--- src/rtl/cpu_pkg.sv ---
// ============================================================================
//  Module      : cpu_pkg
//  Description : Shared pipeline control definitions. ctrl_t is the packed
//                control word produced by decode and carried down the
//                pipeline; CTRL_W is its flattened width for port use.
//  Revision    : 1.0  initial release
// ============================================================================
`default_nettype none

package cpu_pkg;

    typedef struct packed {
        logic       reg_write;
        logic       mem_read;
        logic       mem_write;
        logic       mem_to_reg;
        logic       alu_src;
        logic [3:0] alu_op;
        logic [1:0] jump;
    } ctrl_t;

    localparam int         CTRL_W   = $bits(ctrl_t);
    localparam logic [1:0] JUMP_JAL = 2'd3;

endpackage : cpu_pkg

`default_nettype wire

--- src/rtl/id_ex_stage_fwd_mux.sv ---
// ============================================================================
//  Module      : fwd_mux
//  Description : Operand forwarding select for one source register. The
//                youngest producer (EX/MEM) wins over MEM/WB; register 0 is
//                hard-wired and never forwarded.
//  Ports       : i_en           source is actually read by the instruction
//                i_src          source register index
//                i_rf           register-file read value
//                i_exm_*        EX/MEM producer (regwrite, rd, result)
//                i_mw_*         MEM/WB producer (regwrite, rd, result)
//                o_value        forwarded operand
//  Revision    : 1.0  initial release
// ============================================================================
`default_nettype none

module fwd_mux #(
    parameter int DATA_W = 32,
    parameter int REG_AW = 5
) (
    input  logic              i_en,
    input  logic [REG_AW-1:0] i_src,
    input  logic [DATA_W-1:0] i_rf,
    input  logic              i_exm_regwrite,
    input  logic [REG_AW-1:0] i_exm_rd,
    input  logic [DATA_W-1:0] i_exm_result,
    input  logic              i_mw_regwrite,
    input  logic [REG_AW-1:0] i_mw_rd,
    input  logic [DATA_W-1:0] i_mw_result,
    output logic [DATA_W-1:0] o_value
);

    logic w_live;
    logic w_exm_hit;
    logic w_mw_hit;

    assign w_live    = i_en && (i_src != '0);
    assign w_exm_hit = w_live && i_exm_regwrite && (i_exm_rd == i_src);
    assign w_mw_hit  = w_live && i_mw_regwrite  && (i_mw_rd  == i_src);

    always_comb begin
        o_value = i_rf;
        if (w_exm_hit) begin
            o_value = i_exm_result;
        end else if (w_mw_hit) begin
            o_value = i_mw_result;
        end
    end

endmodule : fwd_mux

`default_nettype wire

--- src/rtl/id_ex_stage.sv ---
// ============================================================================
//  Module      : id_ex_stage
//  Description : Decode->execute pipeline register with RAW hazard handling.
//                With ID_EX_FWD_EN defined, operands are forwarded from
//                EX/MEM and MEM/WB and only a load-use stalls. Without it,
//                operands come straight from the register file and any
//                in-flight producer of a used source stalls the ID stage.
//  Ports       : clk, rst_n            clock, async active-low reset
//                flush                 kill the ID instruction
//                id_*                  decoded instruction + regfile reads
//                exm_*, mw_*           downstream producers
//                stall                 hold PC and IF/ID (combinational)
//                ex_*                  registered EX-stage bundle
//                stall_cnt             saturating stall-cycle counter
//  Config      : ID_EX_FWD_EN  enables the forwarding network
//  Revision    : 1.0  initial release
// ============================================================================
`default_nettype none

module id_ex_stage
    import cpu_pkg::*;
#(
    parameter int DATA_W = 32,
    parameter int REG_AW = 5,
    parameter int CNT_W  = 16
) (
    input  logic              clk,
    input  logic              rst_n,
    input  logic              flush,
    input  logic              id_valid,
    input  logic [REG_AW-1:0] id_rs,
    input  logic [REG_AW-1:0] id_rt,
    input  logic [REG_AW-1:0] id_rd,
    input  logic              id_use_rt,
    input  logic [DATA_W-1:0] id_read1,
    input  logic [DATA_W-1:0] id_read2,
    input  logic [DATA_W-1:0] id_imm,
    input  logic [DATA_W-1:0] id_pc,
    input  logic [CTRL_W-1:0] id_ctrl,
    input  logic              exm_regwrite,
    input  logic [REG_AW-1:0] exm_rd,
    input  logic [DATA_W-1:0] exm_result,
    input  logic              mw_regwrite,
    input  logic [REG_AW-1:0] mw_rd,
    input  logic [DATA_W-1:0] mw_result,
    output logic              stall,
    output logic              ex_valid,
    output logic [DATA_W-1:0] ex_op_a,
    output logic [DATA_W-1:0] ex_op_b,
    output logic [DATA_W-1:0] ex_store,
    output logic [REG_AW-1:0] ex_rd,
    output logic [CTRL_W-1:0] ex_ctrl,
    output logic [DATA_W-1:0] ex_pc,
    output logic [DATA_W-1:0] ex_imm,
    output logic [CNT_W-1:0]  stall_cnt
);

    localparam logic [CNT_W-1:0] c_CNT_ONE = {{(CNT_W-1){1'b0}}, 1'b1};

    ctrl_t             w_id_ctrl;
    logic [DATA_W-1:0] w_rs_val;
    logic [DATA_W-1:0] w_rt_val;
    logic [DATA_W-1:0] w_op_b;
    logic              w_ex_hit;
    logic              w_load_use;
    logic              w_hz;
    logic              w_capture;

    logic              r_ex_valid;
    ctrl_t             r_ex_ctrl;
    logic [DATA_W-1:0] r_ex_op_a;
    logic [DATA_W-1:0] r_ex_op_b;
    logic [DATA_W-1:0] r_ex_store;
    logic [REG_AW-1:0] r_ex_rd;
    logic [DATA_W-1:0] r_ex_pc;
    logic [DATA_W-1:0] r_ex_imm;
    logic [CNT_W-1:0]  r_stall_cnt;

    assign w_id_ctrl = ctrl_t'(id_ctrl);

    // The instruction sitting in EX writes a register this ID instruction reads.
    assign w_ex_hit   = (r_ex_rd != '0) &&
                        ((r_ex_rd == id_rs) || (id_use_rt && (r_ex_rd == id_rt)));
    assign w_load_use = r_ex_valid && r_ex_ctrl.mem_read && w_ex_hit;

`ifdef ID_EX_FWD_EN
    // Only a load in EX cannot be covered by forwarding: its data arrives
    // from memory one cycle too late.
    assign w_hz = id_valid && w_load_use;

    fwd_mux #(.DATA_W(DATA_W), .REG_AW(REG_AW)) u_fwd_rs (
        .i_en           (1'b1),
        .i_src          (id_rs),
        .i_rf           (id_read1),
        .i_exm_regwrite (exm_regwrite),
        .i_exm_rd       (exm_rd),
        .i_exm_result   (exm_result),
        .i_mw_regwrite  (mw_regwrite),
        .i_mw_rd        (mw_rd),
        .i_mw_result    (mw_result),
        .o_value        (w_rs_val)
    );

    fwd_mux #(.DATA_W(DATA_W), .REG_AW(REG_AW)) u_fwd_rt (
        .i_en           (id_use_rt),
        .i_src          (id_rt),
        .i_rf           (id_read2),
        .i_exm_regwrite (exm_regwrite),
        .i_exm_rd       (exm_rd),
        .i_exm_result   (exm_result),
        .i_mw_regwrite  (mw_regwrite),
        .i_mw_rd        (mw_rd),
        .i_mw_result    (mw_result),
        .o_value        (w_rt_val)
    );
`else
    logic w_exm_hit;
    logic w_mw_hit;
    logic w_unused_fwd;

    assign w_exm_hit = exm_regwrite && (exm_rd != '0) &&
                       ((exm_rd == id_rs) || (id_use_rt && (exm_rd == id_rt)));
    assign w_mw_hit  = mw_regwrite && (mw_rd != '0) &&
                       ((mw_rd == id_rs) || (id_use_rt && (mw_rd == id_rt)));

    // No bypass: wait until every producer of a used source has retired
    // out of MEM/WB so the register file read is current.
    assign w_hz = id_valid && (w_load_use ||
                               (r_ex_valid && r_ex_ctrl.reg_write && w_ex_hit) ||
                               w_exm_hit || w_mw_hit);

    assign w_rs_val     = id_read1;
    assign w_rt_val     = id_read2;
    assign w_unused_fwd = ^{exm_result, mw_result};
`endif

    // A flushed instruction never executes, so it cannot cause a stall.
    // Gating with rst_n drops stall as soon as reset asserts.
    assign stall     = rst_n && w_hz && !flush;
    assign w_capture = id_valid && !flush && !stall;
    assign w_op_b    = w_id_ctrl.alu_src ? id_imm : w_rt_val;

    always_ff @(posedge clk or negedge rst_n) begin
        if (!rst_n) begin
            r_ex_valid  <= 1'b0;
            r_ex_ctrl   <= '0;
            r_ex_op_a   <= '0;
            r_ex_op_b   <= '0;
            r_ex_store  <= '0;
            r_ex_rd     <= '0;
            r_ex_pc     <= '0;
            r_ex_imm    <= '0;
            r_stall_cnt <= '0;
        end else begin
            if (stall && (r_stall_cnt != '1)) begin
                r_stall_cnt <= r_stall_cnt + c_CNT_ONE;
            end
            if (w_capture) begin
                r_ex_valid <= 1'b1;
                r_ex_ctrl  <= w_id_ctrl;
                r_ex_op_a  <= w_rs_val;
                r_ex_op_b  <= w_op_b;
                r_ex_store <= w_rt_val;
                r_ex_rd    <= id_rd;
                r_ex_pc    <= id_pc;
                r_ex_imm   <= id_imm;
            end else begin
                r_ex_valid <= 1'b0;
                r_ex_ctrl  <= '0;
                r_ex_op_a  <= '0;
                r_ex_op_b  <= '0;
                r_ex_store <= '0;
                r_ex_rd    <= '0;
                r_ex_pc    <= '0;
                r_ex_imm   <= '0;
            end
        end
    end

    assign ex_valid  = r_ex_valid;
    assign ex_ctrl   = r_ex_ctrl;
    assign ex_op_a   = r_ex_op_a;
    assign ex_op_b   = r_ex_op_b;
    assign ex_store  = r_ex_store;
    assign ex_rd     = r_ex_rd;
    assign ex_pc     = r_ex_pc;
    assign ex_imm    = r_ex_imm;
    assign stall_cnt = r_stall_cnt;

endmodule : id_ex_stage

`default_nettype wire
--- config.mk ---
export PLATFORM = sky130hd
export DESIGN_NAME = id_ex_stage
export DESIGN_NICKNAME = d
export VERILOG_FILES = /design/src/rtl/cpu_pkg.sv /design/src/rtl/id_ex_stage_fwd_mux.sv /design/src/rtl/id_ex_stage.sv
export SDC_FILE = /design/constraint.sdc
export NUM_CORES = 1
export LEC_CHECK = 0
export CORE_AREA = 3 3 164 166
export DETAILED_ROUTE_END_ITERATION = 7
export DIE_AREA = 0 0 167 169
export PLACE_DENSITY = 0.7
export SLEW_MARGIN = 20
export SYNTH_ARGS = -nofsm -noshare
export SYNTH_HDL_FRONTEND = slang
export SYNTH_SLANG_ARGS = --single-unit
--- constraint.sdc ---
create_clock -name clk -period 6.5 [get_ports clk]
set_input_delay 1.95 -clock clk [delete_from_list [all_inputs] [get_ports clk]]
set_output_delay 1.95 -clock clk [all_outputs]
set_load 0.005 [all_outputs]
==> results.ini <==
[status]
status=finished clean

[placed_design]
pre_cts_slack_ns=0.343
post-place-cells=1219
gp_routability_congestion=0.851
port_buffers=364
post-dp-hpwl_um=15400

[floorplan]
initial_core_util_pct=27.8
coreArea_mm2=0.0258
die_area_mm2=0.0282
die_width_um=167
std_cell_rows=59
die_h_um=169
boundaryPins=429

[hold_path]
hold_class=flop to flop

[power]
vdd_drop_max_mv=0.167
report.power.total_mw=2.69
power_per_cell_area_mw_per_mm2=228
power.static_leakage_nw=5.22

[timing]
final.period_utilization_pct=94.4
timing.final.crit_period_ns=6.13
final.setup_skew_ns=0.0115
hold_viol_final=0
rsz0062_at_grt=false
worst_slew_pin_slew_ns=0.870
fin_setup_tns_ns=0
fin_ws_ns=0.367
fmax_mhz=163
setup_violators_final=0
timing.max_slew.rel_slack_pct=42.0
total_count_of_max_transition_violations_in_the_final_report=0

[clock_tree]
tritoncts.num_buffers=17
postCtsResizedCells=0
clock_tree_buffer_depth=2
h_tree_lvl_count=4
cts_setup_buffers=0
holdBufCountCts=0
clockRootBuffer=sky130_fd_sc_hd__clkbuf_16
cts_tree=done
worst_skew_pair.late_latency_ns=0.42
clk_pin_slew_worst_paths_ns=0.07
cts.sink_count=193

[synth]
syn_area_cell_um2=13.2
post_synth_num_cell_types=30
synthAdderAreaFrac_pct=0.175
yosys_warnings=0
synth_top_family_by_area=simple AND/OR/NAND/NOR gates
cell_area_after_synthesis_mm2=0.00715
multiplexer_share_of_the_synthesized_area_pct=5.11
mappedNetlistNets=777
synth-xor-area-share_pct=5.14
seq_area_frac_synth_pct=67.5
synth_simple_gate_area_share_pct=19.5
yosys_reg_bits=193
netlist_instances=541
synth_compound_gate_area_share_pct=1.14

[global_routing]
maximum_number_of_pins_on_one_net_before_global_route_repair=140
global_route_wire_length_before_repair_um=32100
grt_pass1_vias=5691
grt_usage_pct=14.6
globalRoute.totalOverflow=0
antenna_violations_before_repair=0

[setup_path]
worst_setup_sp_type=input pin
worst_setup_path_end_kind=primary output
data_arrival_time_at_the_worst_slack_endpoint_ns=4.18
crit_fanout=3
worstPathRequired_ns=4.55
critical_path_class=input pin to primary output

[flow_run]
drv.max_cap_violation_count=0

[routing]
drc_errors=0
postRouteAntennaNets=0
viasPerCell=4.20
met2_wirelength_um=10500
vias=5255
met3_wirelength_um=1900
first_pass_iters=4
route.top_layer_used=met4
totalWireLength_um=20800
drt_first_iter_violations=213
m1WireLength_um=8150
wl_per_cell_um=16.6

[final_layout]
num-nets-final=1140
fraction_of_final_layout_cells_with_drive_strength_greater_than_1_pct=4.80
regArea_mm2=0.00483
num_antenna_cells=0
final-instance-count-excl-fill=1252
multi_input_comb_area_mm2=0.00222
synthesis_to_layout_area_growth_pct=65.0
fillCellCount=2383

[stage by stage]
step	area [µm²]	hold WS [ns]	utilization [%]
CTS	11800	0.501	45.7
global placement	11200	0.485	43.4
finish	11800	0.500	45.8
floorplan	7150	0.484	-
global route	11800	0.508	45.8
detailed placement	11200	0.491	43.4
[placed cells by master, fill, tap and decap left out, types with 2 or more instances in the layout]
cell,synthesis,final
sky130_fd_sc_hd__clkdlybuf4s50_1,0,362
sky130_fd_sc_hd__dfrtp_1,193,193
sky130_fd_sc_hd__and2_1,144,144
sky130_fd_sc_hd__nor2b_1,33,33
sky130_fd_sc_hd__mux2i_1,32,32
sky130_fd_sc_hd__xnor2_1,30,30
sky130_fd_sc_hd__clkbuf_16,0,17
sky130_fd_sc_hd__nand2_1,13,13
sky130_fd_sc_hd__xor2_1,12,12
sky130_fd_sc_hd__nand3_1,10,10
sky130_fd_sc_hd__nor2_1,5,5
sky130_fd_sc_hd__nor4_1,5,5
sky130_fd_sc_hd__inv_6,0,5
sky130_fd_sc_hd__nand4_1,4,4
sky130_fd_sc_hd__nor3_1,4,4
sky130_fd_sc_hd__mux2_2,4,4
sky130_fd_sc_hd__nor3b_1,4,4
sky130_fd_sc_hd__o22ai_1,3,3
sky130_fd_sc_hd__clkinv_4,0,3
sky130_fd_sc_hd__clkinv_8,0,3
sky130_fd_sc_hd__buf_12,0,3
sky130_fd_sc_hd__buf_4,0,3
sky130_fd_sc_hd__nand2b_1,2,2
sky130_fd_sc_hd__or3_1,2,2
sky130_fd_sc_hd__o311a_1,2,2
sky130_fd_sc_hd__and3_1,3,2
sky130_fd_sc_hd__nor4b_1,2,2
sky130_fd_sc_hd__inv_8,0,2
[logic make-up (layout without fill, tap and decap cells)]
logic type / after synthesis / in the layout
adders and majority gates: 1 / 1
muxes: 36 / 36
DFF: 193 / 193
and+or+nand+nor: 231 / 231
AOI/OAI and AO/OA: 11 / 11
buffers and inverters: 27 / 403
xor gates and xnor gates: 42 / 42
[cell usage after synthesis, drive strengths merged]
cell type / number / area share, %
a21oi: 1 / 0.070
a222oi: 1 / 0.14
a22oi: 1 / 0.10
and2: 144 / 13
and3: 3 / 0.26
buf: 2 / 0.14
clkbuf: 24 / 1.3
dfrtp: 193 / 68
ha: 1 / 0.17
inv: 1 / 0.052
mux2: 4 / 0.63
mux2i: 32 / 4.5
nand2: 13 / 0.68
nand2b: 2 / 0.17
nand3: 10 / 0.70
nand4: 4 / 0.35
nor2: 5 / 0.26
nor2b: 33 / 2.9
nor3: 4 / 0.28
nor3b: 4 / 0.42
nor4: 5 / 0.44
nor4b: 2 / 0.24
o211ai: 1 / 0.10
o21ai: 1 / 0.070
o22ai: 3 / 0.26
o311a: 2 / 0.28
o31ai: 1 / 0.10
or3: 2 / 0.17
xnor2: 30 / 3.7
xor2: 12 / 1.5
[layer usage]
layer  vias up  GRT usage (%)
met5         -              0
met4         0           3.69
met3        13           6.31
met2       202           25.2
met1      2584           16.9
li1       2456              -
[registers in the layout, summed over array words and instances, names as in the netlist]
name and cells:
ex_ctrl 11, stall_cnt 16, ex_store 32, ex_imm 32, ex_rd 5, ex_valid 1, ex_pc 32, ex_op_b 32
ex_op_a 32
[power by group]
group | total [mW] | leakage [nW] | switching (mW) | internal, mW
registers | 1.27 | 2.61 | 0.0178 | 1.25
clock network | 1.07 | 0.293 | 0.514 | 0.553
logic | 0.355 | 2.33 | 0.129 | 0.225
[layout make-up]
| class | instances | area share [%] |
|---|---|---|
| Sequential cell | 193 | 40.9 |
| Timing Repair Buffer | 370 | 31.6 |
| Multi-Input combinational cell | 321 | 18.8 |
| Clock buffer | 18 | 3.64 |
| Tap cell | 335 | 3.55 |
| Clock inverter | 14 | 1.45 |
| Inverter | 1 | 0.0318 |
[path summary, 6_finish.rpt]
path | slack [ns] | cells past startpoint | endpoint | from
worst max-delay path | 0.37 | 6 | stall | exm_rd[0]
worst min-delay path | 0.50 | 1 | stall_cnt[10] | stall_cnt[10]
worst max register to register | 4.02 | 6 | ex_op_b[26] | ex_rd[0]
worst min register to register | 0.50 | 1 | stall_cnt[10] | stall_cnt[10]
max in group asynchronous | 3.82 | 2 | ex_imm[28] | rst_n
min in group asynchronous | 1.50 | 1 | ex_ctrl[2] | rst_n
[critical path: stages]
cell                              delay [ns]
sky130_fd_sc_hd__clkdlybuf4s50_1        0.48
sky130_fd_sc_hd__or3_1                  0.41
sky130_fd_sc_hd__o311a_1                0.31
sky130_fd_sc_hd__a222oi_1               0.49
sky130_fd_sc_hd__nor2_1                 0.08
sky130_fd_sc_hd__clkdlybuf4s50_1        0.46
(Power assumes the default switching activity.)
